[src/rtl/clock_drp_reconfig.sv]
// clock_drp_reconfig: MMCM DRP read-modify-write reconfiguration with reset/lock sequencing
// Ports: clk_in (DCLK) and reset (async); start/mode_sel request; busy/done/error/err_code status;
//   mmcm_rst/mmcm_locked/locked_out drive and qualify the MMCM; drp_* is the DRP master interface.
module clock_drp_reconfig #(
  parameter int NUM_MODES = 2,
  parameter int NUM_REGS = 4,
  parameter logic [NUM_MODES*NUM_REGS*39-1:0] MODE_TABLE = '0,
  parameter int DRP_TIMEOUT = 64,
  parameter int LOCK_TIMEOUT = 65535,
  parameter int RST_HOLD = 8,
  localparam int MW = (NUM_MODES > 1) ? $clog2(NUM_MODES) : 1
) (
  input  logic          clk_in,
  input  logic          reset,
  input  logic          start,
  input  logic [MW-1:0] mode_sel,
  output logic          busy,
  output logic          done,
  output logic          error,
  output logic [1:0]    err_code,
  output logic          mmcm_rst,
  input  logic          mmcm_locked,
  output logic          locked_out,
  output logic [6:0]    drp_daddr,
  output logic [15:0]   drp_di,
  output logic          drp_den,
  output logic          drp_dwe,
  input  logic [15:0]   drp_do,
  input  logic          drp_drdy
);
  localparam int RW = (NUM_REGS > 1) ? $clog2(NUM_REGS) : 1;
  localparam int TA = (DRP_TIMEOUT > RST_HOLD) ? DRP_TIMEOUT : RST_HOLD;
  localparam int TMAX = (LOCK_TIMEOUT > TA) ? LOCK_TIMEOUT : TA;
  localparam int CW = $clog2(TMAX + 1);
  typedef enum logic [3:0] {IDLE, RST, RD, RD_WAIT, WR, WR_WAIT, HOLD, LOCK_WAIT, DONE} state_t;
  state_t state;
  logic [MW-1:0] mode;
  logic [RW-1:0] r;
  logic [RW-1:0] sel_r;
  logic [CW-1:0] cnt;
  logic [38:0] tbl [NUM_MODES][NUM_REGS];
  logic [38:0] ent;
  logic lock_m, lock_s, last, legal;
  for (genvar m = 0; m < NUM_MODES; m++) begin : g_m
    for (genvar q = 0; q < NUM_REGS; q++) begin : g_q
      assign tbl[m][q] = MODE_TABLE[39*(m*NUM_REGS+q) +: 39];
    end
  end
  // Registered DRP outputs are loaded one edge early, so leaving WR_WAIT looks up the next entry
  always_comb begin
    last = (r == RW'(NUM_REGS - 1));
    legal = {1'b0, mode_sel} < (MW+1)'(NUM_MODES);
    sel_r = (state == WR_WAIT && !last) ? r + 1'b1 : r;
    ent = tbl[mode][sel_r];
  end
  always_ff @(posedge clk_in or posedge reset)
    if (reset) begin
      state <= IDLE;
      mode <= '0;
      r <= '0;
      cnt <= '0;
      lock_m <= 1'b0;
      lock_s <= 1'b0;
      busy <= 1'b0;
      done <= 1'b0;
      error <= 1'b0;
      err_code <= 2'b00;
      mmcm_rst <= 1'b0;
      locked_out <= 1'b0;
      drp_den <= 1'b0;
      drp_dwe <= 1'b0;
      drp_daddr <= '0;
      drp_di <= '0;
    end else begin
      lock_m <= mmcm_locked;
      lock_s <= lock_m;
      locked_out <= lock_s & ~busy;
      done <= 1'b0;
      drp_den <= 1'b0;
      drp_dwe <= 1'b0;
      case (state)
        IDLE: if (start) begin
          if (legal) begin
            mode <= mode_sel;
            r <= '0;
            error <= 1'b0;
            err_code <= 2'b00;
            busy <= 1'b1;
            mmcm_rst <= 1'b1;
            locked_out <= 1'b0;
            state <= RST;
          end else begin
            error <= 1'b1;
            err_code <= 2'b11;
          end
        end
        RST: begin
          drp_den <= 1'b1;
          drp_daddr <= ent[38:32];
          state <= RD;
        end
        RD: begin
          cnt <= '0;
          state <= RD_WAIT;
        end
        RD_WAIT: if (drp_drdy) begin
          drp_den <= 1'b1;
          drp_dwe <= 1'b1;
          drp_di <= (drp_do & ent[31:16]) | ent[15:0];
          state <= WR;
        end else if (cnt == CW'(DRP_TIMEOUT - 1)) begin
          error <= 1'b1;
          err_code <= 2'b01;
          mmcm_rst <= 1'b0;
          busy <= 1'b0;
          state <= IDLE;
        end else cnt <= cnt + 1'b1;
        WR: begin
          cnt <= '0;
          state <= WR_WAIT;
        end
        WR_WAIT: if (drp_drdy) begin
          cnt <= '0;
          if (last) state <= HOLD;
          else begin
            r <= r + 1'b1;
            drp_den <= 1'b1;
            drp_daddr <= ent[38:32];
            state <= RD;
          end
        end else if (cnt == CW'(DRP_TIMEOUT - 1)) begin
          error <= 1'b1;
          err_code <= 2'b01;
          mmcm_rst <= 1'b0;
          busy <= 1'b0;
          state <= IDLE;
        end else cnt <= cnt + 1'b1;
        HOLD: if (cnt == CW'(RST_HOLD - 1)) begin
          cnt <= '0;
          mmcm_rst <= 1'b0;
          state <= LOCK_WAIT;
        end else cnt <= cnt + 1'b1;
        LOCK_WAIT: if (lock_s) state <= DONE;
        else if (cnt == CW'(LOCK_TIMEOUT - 1)) begin
          error <= 1'b1;
          err_code <= 2'b10;
          busy <= 1'b0;
          state <= IDLE;
        end else cnt <= cnt + 1'b1;
        DONE: begin
          done <= 1'b1;
          busy <= 1'b0;
          state <= IDLE;
        end
        default: state <= IDLE;
      endcase
    end
endmodule

[config.mk]
export PLATFORM = sky130hd
export DESIGN_NAME = clock_drp_reconfig
export DESIGN_NICKNAME = d
export VERILOG_FILES = /design/src/rtl/clock_drp_reconfig.sv
export SDC_FILE = /design/constraint.sdc
export NUM_CORES = 1
export LEC_CHECK = 0
export CAP_MARGIN = 40
export CORE_MARGIN = 4
export CORE_UTILIZATION = 40
export DETAILED_ROUTE_END_ITERATION = 6
export GPL_ROUTABILITY_DRIVEN = 0
export PLACE_DENSITY = 0.67
export SLEW_MARGIN = 5
export SYNTH_ARGS = -nofsm -noshare
export SYNTH_HDL_FRONTEND = slang
export SYNTH_SLANG_ARGS = --single-unit
[constraint.sdc]
create_clock -name clk_in -period 2 [get_ports clk_in]
set_input_delay 0.3 -clock clk_in [delete_from_list [all_inputs] [get_ports clk_in]]
set_output_delay 0.3 -clock clk_in [all_outputs]
set_load 0.005 [all_outputs]
# After elaboration in Yosys (flattened, before gate mapping)
# Index checks and enable logic that the tools add are counted.
[classes] n_lt_le_gt_ge=2 n_eq_ne=23 reduce_logical=20 muxes=56 n_addsub=2 bitwise=6
[ops] cell="2-to-1 mux 156 bit" count=2
[ops] cell="2-to-1 mux 16 bit" count=6
[ops] cell="one-hot mux 16 bit (5 select lines)" count=1
[ops] cell="binary-select mux 39 bit (select 2 bit)" count=1
[ops] cell="2-to-1 mux 39 bit" count=2
[ops] cell="one-hot mux 4 bit (8 select lines)" count=1
[ops] cell="2-to-1 mux 4 bit" count=7
[ops] cell="2-to-1 mux 1 bit" count=18
[ops] cell="inequality test 2 bit, second input constant" count=9
[ops] cell="adder 16 x 1 -> 16 bit, second input constant" count=1
[ops] cell="bitwise AND 16 bit" count=1
[ops] cell="== test 16 bit, second input constant" count=1
[ops] cell="== test 16 x 3 -> 1 bit, second input constant" count=1
[ops] cell="== test 16 x 6 -> 1 bit, second input constant" count=1
[ops] cell="== test 4 x 3 -> 1 bit, second input constant" count=4
[ops] cell="2-to-1 mux 2 bit" count=8
[ops] cell="bitwise OR 16 bit" count=1
[ops] cell="2-to-1 mux 7 bit" count=2
[ops] cell="one-hot mux 7 bit (2 select lines)" count=1
[ops] cell="AND reduction 6 bit" count=2
[ops] cell="one-hot mux 1 bit (3 select lines)" count=3
[ops] cell="== test 4 x 2 -> 1 bit, second input constant" count=2
[ops] cell="AND reduction 4 bit" count=2
[ops] cell="one-hot mux 2 bit (3 select lines)" count=1
[ops] cell="26 further kinds" count=31
[word_totals] output_inout_bits=32 regBits=57 word_cells=125 inputBits=22

# Depth between registers and ports, before layout
[logic_depth] word_depth=11 mapped_depth=8 ltp_nobuf=8

# Least setup slack after synthesis
# OpenSTA, ideal clock, no wires.
[synth_path] path_kind="register to register" startpoint="register cnt[0]" endpoint="register cnt[6]" arrival_time_ns=1.703 n_path_buf=0 path_slack_ns=0.176 required_time_ns=1.878 period_less_slack_ns=1.824 stages_incl_launch_ff=8 setup_ns=0.122 path_cell_list="dfrtp_1 ha_1 and4bb_2 nand4_1 a21oi_4 o21ai_2 a21o_1 a32o_1"
[synth_via] elab_chain_cells=4 elab_cells_between_ends=13 classes_between="1 x add/sub; 4 x eq/ne; 7 x mux; 1 x reduce/logical"
[synth_rtl] element="start, declared" line_no="40" source="logic [CW-1:0] cnt;"
[synth_rtl] element="start signal, assigned" line_no="117" source="end else cnt <= cnt + 1'b1;"
[synth_rtl] element="start signal, assigned" line_no="137" source="end else cnt <= cnt + 1'b1;"
[synth_rtl] element="start signal, assigned" line_no="142" source="end else cnt <= cnt + 1'b1;"
[synth_rtl] element="adder 16 x 1 -> 16 bit / == test 16 x 6 -> 1 bit (equally long branches)"
[synth_rtl] element="2-to-1 mux 16 bit (on tied branches)" line_no="144, 111, 131"
[synth_rtl] element="2-to-1 mux 16 bit (on tied branches)" line_no="143, 106, 122"
[synth_rtl] element="one-hot mux 16 bit (5 select lines)" line_no="81" source="case (state)"
# Several ways; a longest one is shown, not always the timed one. The select of a mux whose other input is x is not followed.
# A chain may end at the register's enable or synchronous reset.

# Worst setup path after layout
[layout_path] startpoint="register cnt[11]" endpoint="register cnt[6]"
[layout_via] elab_chain_cells=4 elab_cells_between_ends=10 classes_between="4 x eq/ne; 5 x mux; 1 x reduce/logical"
[layout_rtl] element="== test 16 x 6 -> 1 bit" line_no="111, 131"
[layout_rtl] element="2-to-1 mux 16 bit"
[layout_rtl] element="2-to-1 mux 16 bit (on tied branches)"
[layout_rtl] element="one-hot mux 16 bit (5 select lines)" line_no="81"
# Several ways; a longest one is shown, not always the timed one. The select of a mux whose other input is x is not followed.

==> results.md <==
- Cell Int Power: ~0.0018 W
- DIE HEIGHT: 80.19 um
- VDD IR max: roughly 0.43 mV
- Critical Path Fanout Max: 5
- Slowest CP cell: dfrtp_1
- Core ar.: roughly 5100 um^2
- CTS tree: done
- Power Density: 1269 nW/um^2
- Final Cycle Share: 0.9497
- GRT Total Usage: 0.1518
- Crit path time final: ~1.9 ns
- Die ar.: 6430 um^2
- IO Port Bufs: 13
- Synthesis-to-finish area growth: 18.43%
- Final hold violation count: 0
- Cells after Synth: approximately 230
- Mapped Area: 2084 um^2
- Final setup fails: 0
- Detailed-router iteration count before antenna repair: 4
- Synth Register Bits: 33
- Hold Buf Count CTS: 0
- Proportion of layout cells with a drive suffix above 1: 0.2146
- Setup tns final: 0 ns
- GR Overflow Total: 0
- Asr flop ratio synth: 1.000
- EDFF count, synth: 0
- Top_reg_cell synth: dfrtp_1
- First-pass GRT wire length: 7672 um
- Final HPWL DP: about 3400 um
- CP Capture Type: flop
- Die width: around 80 um
- Worst endpoint required time: 2.18 ns
- Initial DRC count: 116
- Post-DR vias/cell: ~5.3
- TritonCTS buffer count: 5
- Net switching power: 0.001318 W
- CTS H-tree lvls: 2
- Startpoint Class: flop
- Hold Path Class: flop to flop
- RSZ-0062 raised after global routing: false
- Clock tree buffer depth: 2
- Initial antenna violation count: 0
- CP Cell Sequence: nor4_2, nand4_1, a21oi_4, o21ai_2, buf_4, a32o_1
- Vias: 1753
- Pins Over Slew Limit: 0
- Switching Share: 0.4208
- Syn avg cell area: 9.264 um^2
- Cell leakage power: 1.131 nW
- Residual DRC: 0
- Clk root buf: clkbuf_8
- Final wirelength: around 4600 um
- CTS sink count: 33
- Reg power frac: 0.308
- Pwr Total: 0.003132 W
- Combinational power share: 0.533
- Rows: 26
- Fin Clk Skew: ~0.0090 ns
- Seq/Total Area, Yosys: 0.3962
- Largest net degree at the start of global routing: 34
- Max Fclk: between 500 and 600 MHz
- I/O Pins: 54
- DR WL/cell: 13.96 um
- Post-synth cell types: 62
- Status: finished, final reports clean
- Clock power share: 0.158
- Worst skew pair latency: 0.29 ns
- Max-cap violation count: 0
- Ys Warns: 0
- Ant diodes: 0
- Post-route antenna net violation count: 0
- Clock transition at path regs: 0.07 ns
- Arr. time, crit path: 2.08 ns
- Initial Util: 0.4107
- Fin nets: around 290
- Crit path largest cell delay: 0.44 ns
- Critical path class: flop to flop
- Via count of the first global-routing pass: between 1500 and 2000
-- cell usage after synthesis, types with 2 or more instances --
cell type / instances / area share
dfrtp_1: 33 / 0.40
buf_4: 24 / 0.086
nor2_1: 20 / 0.036
nand2_1: 12 / 0.022
o21ai_0: 12 / 0.029
nand3_1: 11 / 0.026
a21oi_1: 8 / 0.019
nand4_1: 7 / 0.021
nor3_1: 7 / 0.017
inv_1: 6 / 0.011
o31ai_1: 6 / 0.022
a21o_1: 4 / 0.014
and3_1: 4 / 0.012
o21ai_1: 4 / 0.0096
a21boi_0: 3 / 0.011
and2_1: 3 / 0.0090
buf_2: 3 / 0.0072
ha_1: 3 / 0.018
nor4_1: 3 / 0.0090
a32o_1: 2 / 0.0096
buf_6: 2 / 0.011
nand2b_1: 2 / 0.0060
nor2b_1: 2 / 0.0060
nor4b_1: 2 / 0.0084
o21ai_2: 2 / 0.0084
o41ai_1: 2 / 0.0084
xnor2_1: 2 / 0.0084
xor2_1: 2 / 0.0084
-- placed cells by master (no fill, tap or decap), drive strengths merged, types with 2 or more instances in the layout --
master	instances
o31ai	6
nand4	8
dfrtp	33
nand3	11
nand2	13
clkinv	2
xor2	2
ha	3
and2	4
nor4	5
xnor2	2
or2	2
o41ai	2
a21o	4
nor3	8
nor2	21
clkbuf	5
conb	23
nor4b	2
a32o	2
o21ai	18
nand2b	3
clkdlybuf4s50	13
a21oi	10
nor2b	2
buf	25
and3	4
a21boi	3
inv	7
-- through the flow --
step | hold WS (ns) | area [um^2] | utilization | setup WS, ns | cells
2_1_floorplan | 0.3312 | 2167 | - | 0.1756 | 247
3_3_place_gp | 0.3345 | 2322 | 0.4576 | -0.1039 | 320
3_5_place_dp | 0.3358 | 2322 | 0.4576 | -0.08174 | 320
4_1_cts | 0.3509 | 2409 | 0.4746 | 0.03428 | 328
5_1_grt | 0.3568 | 2469 | 0.4864 | 0.006762 | 331
6_report | 0.3481 | 2469 | 0.4864 | 0.1006 | 331
-- per-layer routing --
layer  track usage  vias up  wire, um
met5             0        -         0
met4       0.05405        0        85
met3       0.03587       10       220
met2        0.2392       52      2167
met1        0.2027      854      2148
li1              -      837         -
-- final cells by class --
| cell class | instances | area (um^2) |
|---|---|---|
| clock buffers | 5 | 68.82 |
| clock inverters | 3 | 17.52 |
| fillers | 512 | 2606 |
| inverters | 7 | 26.28 |
| multi-input cells | 175 | 1111 |
| flip-flops and latches | 33 | 827.0 |
| well taps | 70 | 87.58 |
| repair buffers | 38 | 330.3 |
-- state kept, by name, indices dropped and copies added (netlist names) --
register,flops
cnt,16
state,4
err_code,2
r,2
busy,1
done,1
drp_den,1
drp_dwe,1
error,1
lock_m,1
lock_s,1
locked_out,1
mmcm_rst,1
-- critical path: cells and delay by family, from the launching register on --
kind	cells	cell delay, ns
AND/OR/NAND/NOR	2	0.60
AO/OA/AOI/OAI	3	0.59
flip-flops	1	0.44
buffers and inverters	1	0.16
-- final timing paths --
path                       startpoint  endpoint  slack, ns  cells after the start
hold reg to reg                lock_m    lock_s       0.35                      0
setup / recovery              cnt[11]    cnt[6]       0.10                      6
hold / removal                 lock_m    lock_s       0.35                      0
setup reg to reg              cnt[11]    cnt[6]       0.10                      6
max in group asynchronous       reset  state[0]       1.29                      3
min in group asynchronous       reset    cnt[4]       0.39                      3
-- repair_timing --
action	in CTS	in global routing
setup buffers	0	3
resized for setup	0	8
setup endpoints to repair	0	20
-- cell families (layout without fill, tap and decap cells) --
| kind of cell | count (synthesis) | after routing | synth area share |
|---|---|---|---|
| AOI/OAI and AO/OA | 58 | 58 | 0.1981 |
| buffers and inverters | 39 | 53 | 0.1278 |
| DFF | 33 | 33 | 0.3962 |
| adders and majority gates | 3 | 3 | 0.01801 |
| xor gates and xnor gates | 4 | 4 | 0.01681 |
| muxes | 2 | 2 | 0.01020 |
| other | 1 | 23 | 0.001799 |
| and+or+nand+nor | 85 | 85 | 0.2311 |
-- power groups by stage --
stage / Sequential, W / Clock (W) / Combinational, W
after global placement: 0.000967 / 0 / 0.00152
after global routing: 0.000985 / 0.000549 / 0.00184
after detailed placement: 0.000973 / 0 / 0.00156
after CTS: 0.000961 / 0.000511 / 0.00156
final: 0.000965 / 0.000496 / 0.00167
after floorplan: 0.000892 / 0 / 0.00107
Note: power is estimated with default switching activity, not from simulation.
